<file path="src/rtl/acc_drain_bank.sv">
// Parallel lane accumulator bank. Each accepted beat loads or adds a vector of signed lane values.
// A drain request serialises the lane sums to an output buffer whose base address rotates between drains.
module acc_drain_bank #(
  parameter int ARR_SIZE = 4,
  parameter int DATA_W   = 32,
  parameter int DEPTH    = 16,
  parameter int SAT_EN   = 0
) (
  input  logic                         clk,
  input  logic                         reset,
  input  logic                         in_valid,
  input  logic [ARR_SIZE*DATA_W-1:0]   in_data,
  input  logic                         acc_clear,
  output logic                         in_ready,
  input  logic                         drain_start,
  output logic                         out_valid,
  input  logic                         out_ready,
  output logic [DATA_W-1:0]            out_data,
  output logic [$clog2(DEPTH)-1:0]     out_addr,
  output logic                         busy,
  output logic                         overflow
);

  localparam int AW = $clog2(DEPTH);
  localparam int LW = (ARR_SIZE > 1) ? $clog2(ARR_SIZE) : 1;
  localparam logic [LW-1:0]     LAST_LANE = LW'(ARR_SIZE - 1);
  localparam logic [DATA_W-1:0] MAX_POS   = {1'b0, {(DATA_W-1){1'b1}}};
  localparam logic [DATA_W-1:0] MIN_NEG   = {1'b1, {(DATA_W-1){1'b0}}};

  typedef enum logic {IDLE, DRAIN} state_t;

  state_t              state_q;
  logic [LW-1:0]       lane_q;
  logic [AW-1:0]       base_q;
  logic                overflow_q;
  logic [DATA_W-1:0]   acc_q    [ARR_SIZE];
  logic [DATA_W-1:0]   acc_d    [ARR_SIZE];
  logic [DATA_W-1:0]   lane_val [ARR_SIZE];
  logic [DATA_W-1:0]   wrap_sum [ARR_SIZE];
  logic [ARR_SIZE-1:0] lane_ovf;
  logic                beat_ovf;

  // Signed overflow: operands agree in sign but the wrapped result does not.
  always_comb begin
    beat_ovf = 1'b0;
    lane_ovf = '0;
    for (int i = 0; i < ARR_SIZE; i++) begin
      lane_val[i] = in_data[i*DATA_W +: DATA_W];
      wrap_sum[i] = acc_q[i] + lane_val[i];
      lane_ovf[i] = (acc_q[i][DATA_W-1] == lane_val[i][DATA_W-1]) &&
                    (wrap_sum[i][DATA_W-1] != acc_q[i][DATA_W-1]);
      if (acc_clear)
        acc_d[i] = lane_val[i];
      else if (lane_ovf[i] && (SAT_EN != 0))
        acc_d[i] = acc_q[i][DATA_W-1] ? MIN_NEG : MAX_POS;
      else
        acc_d[i] = wrap_sum[i];
    end
    if (!acc_clear && (lane_ovf != '0))
      beat_ovf = 1'b1;
  end

  always_ff @(posedge clk or posedge reset) begin
    if (reset) begin
      state_q    <= IDLE;
      lane_q     <= '0;
      base_q     <= '0;
      overflow_q <= 1'b0;
      for (int i = 0; i < ARR_SIZE; i++) acc_q[i] <= '0;
    end else begin
      case (state_q)
        IDLE: begin
          if (in_valid) begin
            for (int i = 0; i < ARR_SIZE; i++) acc_q[i] <= acc_d[i];
          end
          // A beat accepted alongside drain_start can still flag overflow for this drain.
          if (drain_start) begin
            state_q    <= DRAIN;
            lane_q     <= '0;
            overflow_q <= in_valid && beat_ovf;
          end else if (in_valid && beat_ovf) begin
            overflow_q <= 1'b1;
          end
        end
        DRAIN: begin
          if (out_ready) begin
            if (lane_q == LAST_LANE) begin
              state_q <= IDLE;
              lane_q  <= '0;
              base_q  <= base_q + AW'(ARR_SIZE);
              for (int i = 0; i < ARR_SIZE; i++) acc_q[i] <= '0;
            end else begin
              lane_q <= lane_q + LW'(1);
            end
          end
        end
        default: state_q <= IDLE;
      endcase
    end
  end

  assign in_ready  = (state_q == IDLE);
  assign busy      = (state_q == DRAIN);
  assign out_valid = (state_q == DRAIN);
  assign out_data  = (state_q == DRAIN) ? acc_q[lane_q] : '0;
  assign out_addr  = base_q + AW'(lane_q);
  assign overflow  = overflow_q;

endmodule

</file>
<file path="config.mk">
export PLATFORM = sky130hd
export DESIGN_NAME = acc_drain_bank
export DESIGN_NICKNAME = d
export VERILOG_FILES = /design/src/rtl/acc_drain_bank.sv
export SDC_FILE = /design/constraint.sdc
export NUM_CORES = 1
export LEC_CHECK = 0
export BUFFER_PORTS_ARGS = -buffer_cell sky130_fd_sc_hd__buf_2
export CAP_MARGIN = 40
export CELL_PAD_IN_SITES_DETAIL_PLACEMENT = 2
export CELL_PAD_IN_SITES_GLOBAL_PLACEMENT = 2
export CORE_AREA = 2 2 192 194
export DETAILED_ROUTE_END_ITERATION = 8
export DIE_AREA = 0 0 194 196
export GPL_TIMING_DRIVEN = 0
export PLACE_DENSITY = 0.84
export SLEW_MARGIN = 25
export SYNTH_ARGS = -nofsm -noshare
export SYNTH_HDL_FRONTEND = slang
export SYNTH_SLANG_ARGS = --single-unit
</file>
<file path="constraint.sdc">
create_clock -name clk -period 4.5 [get_ports clk]
set_clock_uncertainty 0.05 [all_clocks]
set_input_delay 0.45 -clock clk [delete_from_list [all_inputs] [get_ports clk]]
set_output_delay 0.45 -clock clk [all_outputs]
set_load 0.005 [all_outputs]
</file>
==> results.txt <==
The number of buffers on the longest clock path came out at 2. Based on the critical path, the design can be clocked at up to 248.5 MHz. The count of final setup violators came out at 0. sky130_fd_sc_hd__dfrtp_1 takes more of the synthesized area than any other cell.

In the post-synthesis netlist, the cell with the most instances is sky130_fd_sc_hd__o21ai_0. In this run the worst hold path is classified as primary input to async pin. The top-area cell type share of the netlist area came out at 26.22%. The worst setup path is captured at a flip-flop. Global routing used 52.88% of the available met2 tracks. The met3 global-route usage is 4.934%.

The most used flip-flop cell after synthesis is sky130_fd_sc_hd__dfrtp_1. The number of hold buffers added after CTS was 0. The final reports fail on hold timing.

The first global-routing pass estimated 91,890 µm of wire. After detailed placement, the total cell area comes to 14,320 µm². The sink count of the clock tree came out at 134. The floorplan core area is 36,080 µm².

TritonCTS built the clock tree. The cell area that synthesis handed to floorplanning was 12,790 µm². The number of violations of the max-capacitance limit came out at 0.

By count the netlist is led by sky130_fd_sc_hd__o21ai_0, sky130_fd_sc_hd__a21oi_1, sky130_fd_sc_hd__dfrtp_1. The number of distinct standard cells referenced by the synthesized netlist came out at 71. The detail route stage leaves a number of antenna-violating nets equal to 0. Clock-pin slew was measured on the worst setup and hold paths at 0.06 ns.

The placed wire-length estimate after detailed placement came out at 46,150 µm. The worst setup path is launched from a flip-flop. The total routed wirelength is 61,550 µm. After layout, the worst setup slack is 0.4762 ns. The count of final max-slew check failures is 0. Measured on the finished design, the core utilization comes to 41.30%. For this run the aggregate overflow at the end of global routing stands at 0. Across the whole layout, storage elements account for 3353 µm². The data arrival time of the worst path is 4.27 ns.

The clock tree synthesis step divided the H-tree into 4 levels. Each instance of the synthesized netlist takes up on average 8.387 µm². Port buffering added 173 buffers. The share of layout cells above drive strength 1 is 14.99%. In the post-synthesis netlist, the biggest area contributors are sky130_fd_sc_hd__dfrtp_1, sky130_fd_sc_hd__ha_1, sky130_fd_sc_hd__o21ai_0. The final design area excluding fillers is 14,900 µm². Timing analysis after detailed placement gives a worst setup slack of 0.3720 ns. The total setup buffers inserted after CTS is 0. The DRC violation total after the first TritonRoute iteration is 939. The total negative setup slack came out at 0 ns. Post-CTS repair changed the size of 0 cells. TritonCTS created 17 clock buffers. The synthesized design contains 134 register bits.

The detail-routed via count per cell came out at 6.281. The total power draw came out at 10.32 mW. Dividing the detail-routed wire length by the instance count gives 27.94 µm. Power spread over the standard cell area amounts to 692.3 nW/µm². The share of the Yosys chip area taken by registers is 26.22%. Setup repair after global routing left no endpoint under its margin. The number of vias after detailed routing came out at 13,836. The count of yosys warnings during synthesis came out at 0. In the routed design, unresolved DRC markers number 0. The data required time at the worst endpoint is 4.75 ns. The run finished, with violations left. The I/O pin total came out at 174. The worst hold-check slack is -0.001963 ns. The fraction of registers with async set or reset after synthesis is 100.0%. The area taken by multi-input logic gates is 9061 µm². After the last flow step, the layout net total stands at 1,990. The via count of the first global-routing pass is 15,028. In this run, synthesis inferred 0 flip-flops with an integrated enable.

The number of failing hold endpoints at the final stage was 1. The die is 196 µm tall. The number of detailed-routing iterations run before antenna repair is 5. The largest net degree at the start of global routing is 69. In the synthesized netlist, the number of instances is 1,525. The largest fanout on the critical path is 4. The worst-case IR drop observed on VDD is 0.2473 mV.

The final weighted congestion in routability-driven placement came out at 0.8956. The placed instance count came out at 2,171. Leaving out filler cells and counting taps, the final layout contains 2,203. The layout overhead on the synthesized area is 16.53%. The width of the die is 194 µm. The initial utilization of the core area, before any placement, comes to 35.44%. The final critical path time including I/O delays and setup came out at 4.024 ns. The die footprint is 38,020 µm². The tree is rooted in a sky130_fd_sc_hd__clkbuf_16. The number of standard-cell rows in the floorplan came out at 70. Clock latency on the worst-skew pair, taken at its later pin, is 0.46 ns. The met1 global-route usage is 39.22%. The setup path with the least slack is of type flip-flop to flip-flop.

The worst path uses 89.42% of the clock period. For the pin with the worst max-slew slack, the measured transition is 0.9405 ns. Headroom to the max-slew limit came out at 35.68%. The analysis attributes to cell leakage a power of 6.900 nW. The net count of the mapped netlist came out at 1,788. Counting the fill cells in the layout gives 4,062. The layer flagged by global routing as most heavily used is met2.

For this run, the total global-route usage over all layers was measured as 31.35%. The antenna diode count is 0. The number of antenna violations at the first check in global routing is 3.
registers in the layout (all words and copies together) (netlist names):
| register | flops |
|---|---|
| acc_q | 128 |
| base_q | 2 |
| lane_q | 2 |
| busy | 1 |
| overflow | 1 |
critical path, cell delays in order, from the launching register on:
cell and delay, ns:
sky130_fd_sc_hd__dfrtp_1 0.42, sky130_fd_sc_hd__ha_1 0.25, sky130_fd_sc_hd__inv_1 0.08, sky130_fd_sc_hd__fa_1 0.20, sky130_fd_sc_hd__nand2b_1 0.16, sky130_fd_sc_hd__a21oi_1 0.12
sky130_fd_sc_hd__o41ai_1 0.71, sky130_fd_sc_hd__o21ai_0 0.36, sky130_fd_sc_hd__a2111oi_0 0.48, sky130_fd_sc_hd__nor2_1 0.15, sky130_fd_sc_hd__a31oi_1 0.40, sky130_fd_sc_hd__o21ai_0 0.20
sky130_fd_sc_hd__xnor2_1 0.19, sky130_fd_sc_hd__o211ai_1 0.11
cells by family after synthesis:
family	Yosys count	share of synthesized area (%)
buf+inv	99	2.935
mux	52	7.210
xor+xnor	112	7.670
flops	134	26.22
simple gates	432	15.89
compound gates	567	27.23
fa+ha+maj	129	12.85
area by class of cell:
class | count | share of cell area (%)
plain buffers | 70 | 1.788
clock buffers | 22 | 3.182
clock inverters | 5 | 0.3526
inverters | 29 | 0.7807
multi-input cells | 1292 | 60.80
flip-flops and latches | 134 | 22.50
well taps | 468 | 3.929
repair buffers | 183 | 6.674
cell usage in the layout (no fill, tap or decap), types with 49 or more instances in the layout:
cell                         n
sky130_fd_sc_hd__ha_1      125
sky130_fd_sc_hd__a21oi_1   163
sky130_fd_sc_hd__dfrtp_1   134
sky130_fd_sc_hd__xnor2_1    63
sky130_fd_sc_hd__clkbuf_1   58
sky130_fd_sc_hd__nand2_1   119
sky130_fd_sc_hd__nand3_1    70
sky130_fd_sc_hd__nor2_1    119
sky130_fd_sc_hd__o21ai_0   168
sky130_fd_sc_hd__xor2_1     49
sky130_fd_sc_hd__buf_2     173
where the power goes:
part	switching [mW]	total (mW)	leakage [nW]	internal [mW]
clock	0.588	1.37	0.259	0.784
sequential	0.694	2.38	1.75	1.68
combinational	3.85	6.57	4.89	2.72
total	5.13	10.3	6.90	5.18
per-layer routing:
metal / vias up / wire [µm] / share of wire, %
li1: 6075 / - / -
met1: 7026 / 25490 / 41
met2: 536 / 29210 / 47
met3: 195 / 3731 / 6.1
met4: 4 / 3088 / 5.0
met5: - / 29 / 0.047
path summary, 6_finish.rpt:
path / startpoint / depth (start not counted) / slack, ns / to
worst max register to register: acc_q[96] / 13 / 0.48 / acc_q[126]
worst min-delay path: reset / 2 / -0.002 / acc_q[96]
max in group asynchronous: reset / 3 / 3.60 / acc_q[22]
min in group clk: in_data[20] / 3 / 0.19 / acc_q[116]
worst min register to register: base_q[3] / 1 / 0.42 / base_q[3]
worst max-delay path: acc_q[96] / 13 / 0.48 / acc_q[126]
Note: power is estimated with default switching activity, not from simulation.
